[config.mk]
export PLATFORM = sky130hd
export DESIGN_NAME = mux4_rr_arbiter
export DESIGN_NICKNAME = d
export VERILOG_FILES = /design/src/rtl/mux4_rr_arbiter.sv
export SDC_FILE = /design/constraint.sdc
export NUM_CORES = 1
export LEC_CHECK = 0
export CAP_MARGIN = 5
export CORE_UTILIZATION = 43
export DETAILED_ROUTE_END_ITERATION = 8
export PLACE_DENSITY = 0.76
export SLEW_MARGIN = 5
export SYNTH_ARGS = -nofsm -noshare
export SYNTH_HDL_FRONTEND = slang
export SYNTH_SLANG_ARGS = --single-unit
[constraint.sdc]
create_clock -name clk -period 1.7 [get_ports clk]
set_input_delay 0.34 -clock clk [delete_from_list [all_inputs] [get_ports clk]]
set_output_delay 0.34 -clock clk [all_outputs]
set_load 0.05 [all_outputs]
[src/rtl/mux4_rr_arbiter.sv]
// Round-robin arbiter sharing a 4:1 single-bit mux between four requesters.
// Define MUX4_ARB_FIXED_PRIO_EN for fixed priority (req[0] highest) instead of round-robin.
module mux4_rr_arbiter #(
  parameter int MAX_HOLD = 8,
  parameter int CNT_W    = 8
) (
  input  logic             clk,
  input  logic             rst_n,
  input  logic [3:0]       req,
  input  logic             done,
  output logic [1:0]       sel,
  output logic [3:0]       gnt,
  output logic             busy,
  output logic [CNT_W-1:0] owner_cnt
);

  typedef enum logic {IDLE, GRANT} state_e;

  localparam logic [CNT_W-1:0] HOLD = CNT_W'(MAX_HOLD);

  state_e           state_q, state_d;
  logic [1:0]       sel_q, sel_d;
  logic [1:0]       last_q, last_d;
  logic [3:0]       gnt_q, gnt_d;
  logic             busy_q, busy_d;
  logic [CNT_W-1:0] cnt_q, cnt_d;
  logic [1:0]       pick;
  logic             release_c;

`ifdef MUX4_ARB_FIXED_PRIO_EN
  always_comb begin
    pick = 2'd0;
    for (int k = 3; k >= 0; k--)
      if (req[k]) pick = 2'(k);
  end
`else
  // Scan from last+4 (== last, lowest priority) down to last+1 so the
  // nearest requester after the previous owner is assigned last and wins.
  always_comb begin
    logic [1:0] cand;
    cand = last_q;
    pick = last_q;
    for (int k = 4; k >= 1; k--) begin
      cand = last_q + 2'(k);
      if (req[cand]) pick = cand;
    end
  end
`endif

  assign release_c = done || !req[last_q] || (cnt_q == HOLD);

  always_comb begin
    state_d = state_q;
    sel_d   = sel_q;
    last_d  = last_q;
    gnt_d   = gnt_q;
    busy_d  = busy_q;
    cnt_d   = cnt_q;
    case (state_q)
      IDLE: begin
        gnt_d  = 4'b0000;
        busy_d = 1'b0;
        if (|req) begin
          state_d = GRANT;
          gnt_d   = 4'b0001 << pick;
          sel_d   = pick;
          last_d  = pick;
          busy_d  = 1'b1;
          cnt_d   = CNT_W'(1);
        end
      end
      GRANT: begin
        // sel intentionally keeps the old owner so the mux output doesn't glitch
        if (release_c) begin
          state_d = IDLE;
          gnt_d   = 4'b0000;
          busy_d  = 1'b0;
          cnt_d   = '0;
        end else if (cnt_q != HOLD) begin
          cnt_d = cnt_q + CNT_W'(1);
        end
      end
      default: state_d = IDLE;
    endcase
  end

  always_ff @(posedge clk or negedge rst_n) begin
    if (!rst_n) begin
      state_q <= IDLE;
      sel_q   <= 2'd0;
      last_q  <= 2'd3;
      gnt_q   <= 4'b0000;
      busy_q  <= 1'b0;
      cnt_q   <= '0;
    end else begin
      state_q <= state_d;
      sel_q   <= sel_d;
      last_q  <= last_d;
      gnt_q   <= gnt_d;
      busy_q  <= busy_d;
      cnt_q   <= cnt_d;
    end
  end

  assign sel       = sel_q;
  assign gnt       = gnt_q;
  assign busy      = busy_q;
  assign owner_cnt = cnt_q;

endmodule
# Yosys cells after proc, flatten, opt, wreduce, memory -nomap -nowiden

Index checks and enable logic that the tools add are counted.

Logic and storage cells: 50
Register bits: 18
Output and inout port bits: 15

Bitwise operators: 1
Reduce and logical (&&, ||, !) cells: 6
Magnitude comparators: 4
Equality and inequality tests: 5
Muxes and demuxes: 23
Shift-type cells: 1
Add/subtract/negate cells: 4

Operator list:

| kind                                                | count |
|---|---|
| two-way mux 8 bit                                   | 3 |
| one-hot mux 8 bit (2 select lines)                  | 1 |
| < comparator 2 x 3 -> 1 bit, second input constant  | 4 |
| adder 8 x 1 -> 8 bit, second input constant         | 1 |
| binary-select mux 1 bit (select 2 bit)              | 4 |
| equality test 8 x 4 -> 1 bit, second input constant | 1 |
| two-way mux 4 bit                                   | 2 |
| != test 8 x 4 -> 1 bit, second input constant       | 1 |
| one-hot mux 4 bit (2 select lines)                  | 1 |
| two-way mux 1 bit                                   | 7 |
| two-way mux 2 bit                                   | 3 |
| adder 2 bit, second input constant                  | 2 |
| one-hot mux 1 bit (2 select lines)                  | 2 |
| AND reduction 2 bit                                 | 2 |
| OR reduction 4 bit                                  | 1 |
| left shift 1 x 2 -> 4 bit, first input constant     | 1 |
| != test 3 x 1 -> 1 bit, second input constant       | 1 |
| adder 2 x 1 -> 2 bit, second input constant         | 1 |
| logical OR 1 bit                                    | 2 |
| != test 2 x 1 -> 1 bit, second input constant       | 1 |
| != test 2 bit, second input constant                | 1 |
| zero test 1 bit                                     | 1 |
| NOT 1 bit                                           | 1 |

# Depth between registers and ports, before layout

Depth in word-level cells: 9
Depth in mapped cells: 7

# Worst setup path before layout

Ideal clock, no wire load.

Path kind: register -> register
Start point: reg cnt_q[5] (netlist: owner_cnt[5])
End point: reg cnt_q[2] (netlist: owner_cnt[2])
Data required time: 1545 ps
Path slack: -67 ps
Path buffers: 1
Setup time: 155 ps
Stages on the path, launching flop included: 6
Arrival: 1612 ps
Cells stage by stage: dfrtp_1 > or3_1 > o211a_2 > buf_6 > a21oi_2 > a31oi_1

Word-level cells in the longest chain between the ends: 4
Elaborated cells between the ends (all ways): 7
Those cells by class: 3 x eq/ne; 2 x mux; 2 x reduce/logical

RTL lines:

| what                                                                             | RTL line | text |
|---|---|---|
| start: declaration                                                               | 26       | `logic [CNT_W-1:0] cnt_q, cnt_d;` |
| start signal: assignment                                                         | 101      | `cnt_q <= cnt_d;` |
| equality test 8 x 4 -> 1 bit                                                     | 50       | `assign release_c = done \|\| !req[last_q] \|\| (cnt_q == HOLD);` |
| logical OR 1 bit                                                                 | 50       |  |
| two-way mux 8 bit / != test 3 x 1 -> 1 bit (equally long branches)               | --       |  |
| one-hot mux 8 bit (2 select lines) / AND reduction 2 bit (equally long branches) | --       |  |

Parallel ways exist; a longest one is shown, timed or not.
A chain may end at the register's enable or synchronous reset.

# Final worst setup path

Start point: reg last_q[1]
End point: reg cnt_q[4] (netlist: owner_cnt[4])

Word-level cells in the longest chain between the ends: 7
Elaborated cells between the ends (all ways): 9
Those cells by class: 1 x eq/ne; 4 x mux; 4 x reduce/logical

RTL lines:

| what                                                                             | RTL line | text |
|---|---|---|
| start: declaration                                                               | 23       | `logic [1:0] last_q, last_d;` |
| start signal: assignment                                                         | 98       | `last_q <= last_d;` |
| binary-select mux 1 bit (select 2 bit) *                                         | 50       |  |
| two-way mux 1 bit (implied by the code) *                                        | 50       |  |
| zero test 1 bit *                                                                | 50       |  |
| logical OR 1 bit * (2 in a row)                                                  | 50       |  |
| two-way mux 8 bit / != test 3 x 1 -> 1 bit (equally long branches)               | --       |  |
| one-hot mux 8 bit (2 select lines) / AND reduction 2 bit (equally long branches) | --       |  |

Every way passes the cells marked *; elsewhere a longest branch is shown, timed or not. The select of a mux whose other input is x is not followed.

==> impl_metrics.ini <==
[grt]
met1_usage = 0.2265
antenna_found_initial = 0
grt_overflow = 0
use_met3 = 0.06918
met2_usage = 0.3709
grt_usage = 0.2014
grt_max_degree = 19
grt_pass1_vias = 829
grt.busiest_layer = met2
grt_pass1_wl_um = 3622

[run_status]
status = finished, final reports clean

[die]
row_count = 16
core_sq_um = 2002
start_util = 0.4637
ios = 22
die_area_sq_um = 2349
dieHeight_um = 48.47
fp.dieW_um = 48.47

[cells_and_area]
syn_to_final_growth_pct = 39.22
multi_input_area_sq_um = 493.0
diodes = 0
nets = 137
register_area_sq_um = 459.2
most-common-layout-cells = buf_4 (23), nand2_1 (11), dfrtp_1 (11), inv_1 (7), clkdlybuf4s50_1 (6)
final_common_cell = buf_4
num-fill-cells = 175
instances_no_fill = 154
drive_above_1_share = 0.3622

[logic_synthesis]
seq_area_frac_synth = 0.4879
synth_area_sq_um = 928.4
ys_ff_latch = 18
synth_top_area_share = 0.4313
ys_types = 37
synth_top_cell_by_area = dfrtp_1
synth_area_leaders = dfrtp_1 (43%), dfstp_2 (5.7%), nand2_1 (4.4%)
synth_warnings = 0
syn_avg_cell_area_sq_um = 9.983
synth_fp_nets = 102
syn_inst = 93

[power_and_ir_drop]
combPwrFrac = 0.541
power.density_nw_per_um2 = 1625
p_leak_nw = 0.5744
total_power_w = 0.002101
pwr-share-seq = 0.336
power_switching_w = 0.0009715
clkPwrFrac = 0.123
p_int_w = 0.001129
vdd_drop_max_uv = 1114
switching_share = 0.4625

[timing]
setup_slack_ps = 25.34
slew_headroom = 0.7850
min_period_ps = 1675
max_slew.worst_pin.slew_ps = 322.2
max_freq_ghz = 0.5971
hold_viol_final = 0
setup_viol = 0
layout_worst_path_cycle_share = 0.9851
slew_viol_final = 0
rsz0062_at_grt = yes
skew_ps = 5.283

[setup_path]
crit_chain = mux4_2, o211ai_4, buf_6, nor3b_1, a21o_1
worstSetupStartpointType = flip-flop
slowest_delay_ps = 560
crit_required_ps = 1890
end_kind = flip-flop
crit_slowest_cell = mux4_2
crit_type = flip-flop to flip-flop
cp_max_fo = 5
path_delay_family = multiplexers
cp_num_buf_inv = 1
cp_data_arrival_time_ps = 1860

[drt]
dr.first_iter.drc_count = 14
dr.pass1.iters = 4
routed_wl_um = 2204
ant_nets = 0
dr_total_vias = 864
drt_drc_violations_left = 0
via_per_inst = 5.610
wl_per_cell_um = 14.31

[place]
hpwl_um = 1564
placed_cells = 148
gp_congestion = 0.8845
place_ws_ps = -226.8
numPortBuffers = 21

[cts]
cts.sinks = 18
clk_latency_ps = 290
cts_made_buffers = 3
clkTransAtPathRegs_ps = 100
cts.path.max_buffers = 2
htreeDepth = 1
cts_tree = yes
cts.root.buffer_cell = clkbuf_4

[min_path]
hp-class = input port to asynchronous set/reset pin

[run]
cap_violations = 0
[sequential cells by signal, summed over array words and instances (netlist names)]
register,count
last_q,2
owner_cnt,8
busy,1
gnt,4
sel,2
state_q,1
[path summary, 6_finish.rpt]
kind / startpoint / to / slack (ps) / depth (start not counted)
max: last_q[1] / owner_cnt[4] / 30 / 5
min in group clk: gnt[3] / gnt[3] / 500 / 2
max reg2reg: last_q[1] / owner_cnt[4] / 30 / 5
min: rst_n / owner_cnt[0] / 360 / 2
min reg2reg: gnt[3] / gnt[3] / 500 / 2
max in group asynchronous: rst_n / last_q[1] / 1070 / 2
[power by group through the flow]
stage | Combinational, W | Clock [W] | Sequential [W]
final | 0.00114 | 0.000259 | 0.000706
after global routing | 0.00122 | 0.000279 | 0.000731
after floorplan | 0.000401 | 0 | 0.00105
after CTS | 0.00110 | 0.000266 | 0.000704
after global placement | 0.00104 | 0 | 0.000705
after detailed placement | 0.00106 | 0 | 0.000710
[metal layers]
metal / wire, um / vias to the layer above / part of all wire
met5: 0 / - / 0
met4: 28 / 0 / 0.013
met3: 150 / 5 / 0.068
met2: 1124 / 34 / 0.51
met1: 900 / 415 / 0.41
li1: - / 410 / -
[metrics by stage]
step / hold WS [ps] / instance area, sq um / setup TNS [ps] / util
after floorplan: 44.41 / 934.6 / 0 / -
after global placement: 461.9 / 1190 / -2237 / 0.5944
after detailed placement: 472.6 / 1190 / -2767 / 0.5944
after CTS: 368.4 / 1250 / 0 / 0.6244
after global routing: 378.3 / 1292 / -64.64 / 0.6456
final: 363.1 / 1292 / 0 / 0.6456
[cells in the mapped netlist, drive strengths merged]
master and count:
inv 7, dfstp 2, nand2b 3, a21oi 5
a31o 1, a21boi 1, nor3 3, ha 2
a32o 2, nand3b 1, a22oi 1, o211a 2
a21o 2, o31ai 1, o21ai 8, dfrtp 16
nor2 4, o21a 1, nand2 11, buf 1
mux4 1, nor2b 1, a31oi 1, or2 1
nor3b 1, nor4 2, nand4bb 1, o211ai 2
nand3 2, and3 1, a22o 2, and2b 1
or3 3
[kinds of logic (layout without fill, tap and decap cells)]
group                      Yosys count  after routing  share of synthesized area
buffers and inverters                8             41                    0.04044
adders and majority gates            2              2                    0.02695
AOI/OAI and AO/OA                   29             30                     0.2224
and+or+nand+nor                     35             35                     0.1981
DFF                                 18             18                     0.4879
muxes                                1              1                    0.02426
[worst reg2reg max path, stage by stage, from the launching register on]
cell	delay, ps
dfstp_2	550
mux4_2	560
o211ai_4	130
buf_6	130
nor3b_1	40
a21o_1	150
[cell type report]
cell class	instances	area share
Clock buffer	4	0.02807
Inverter	7	0.02033
Multi-Input combinational cell	68	0.3814
Sequential cell	18	0.3553
Tap cell	27	0.02614
Timing Repair Buffer	30	0.1888
[repair_timing]
| action | in CTS | in global routing |
|---|---|---|
| gates cloned | 0 | 1 |
| hold buffers | 0 | 0 |
| endpoints found under the setup margin | 1 | 9 |
| resized for setup | 2 | 7 |
| pin swaps | 1 | 1 |
| buffers inserted | 1 | 0 |
Power figures use the tool's default switching activity.
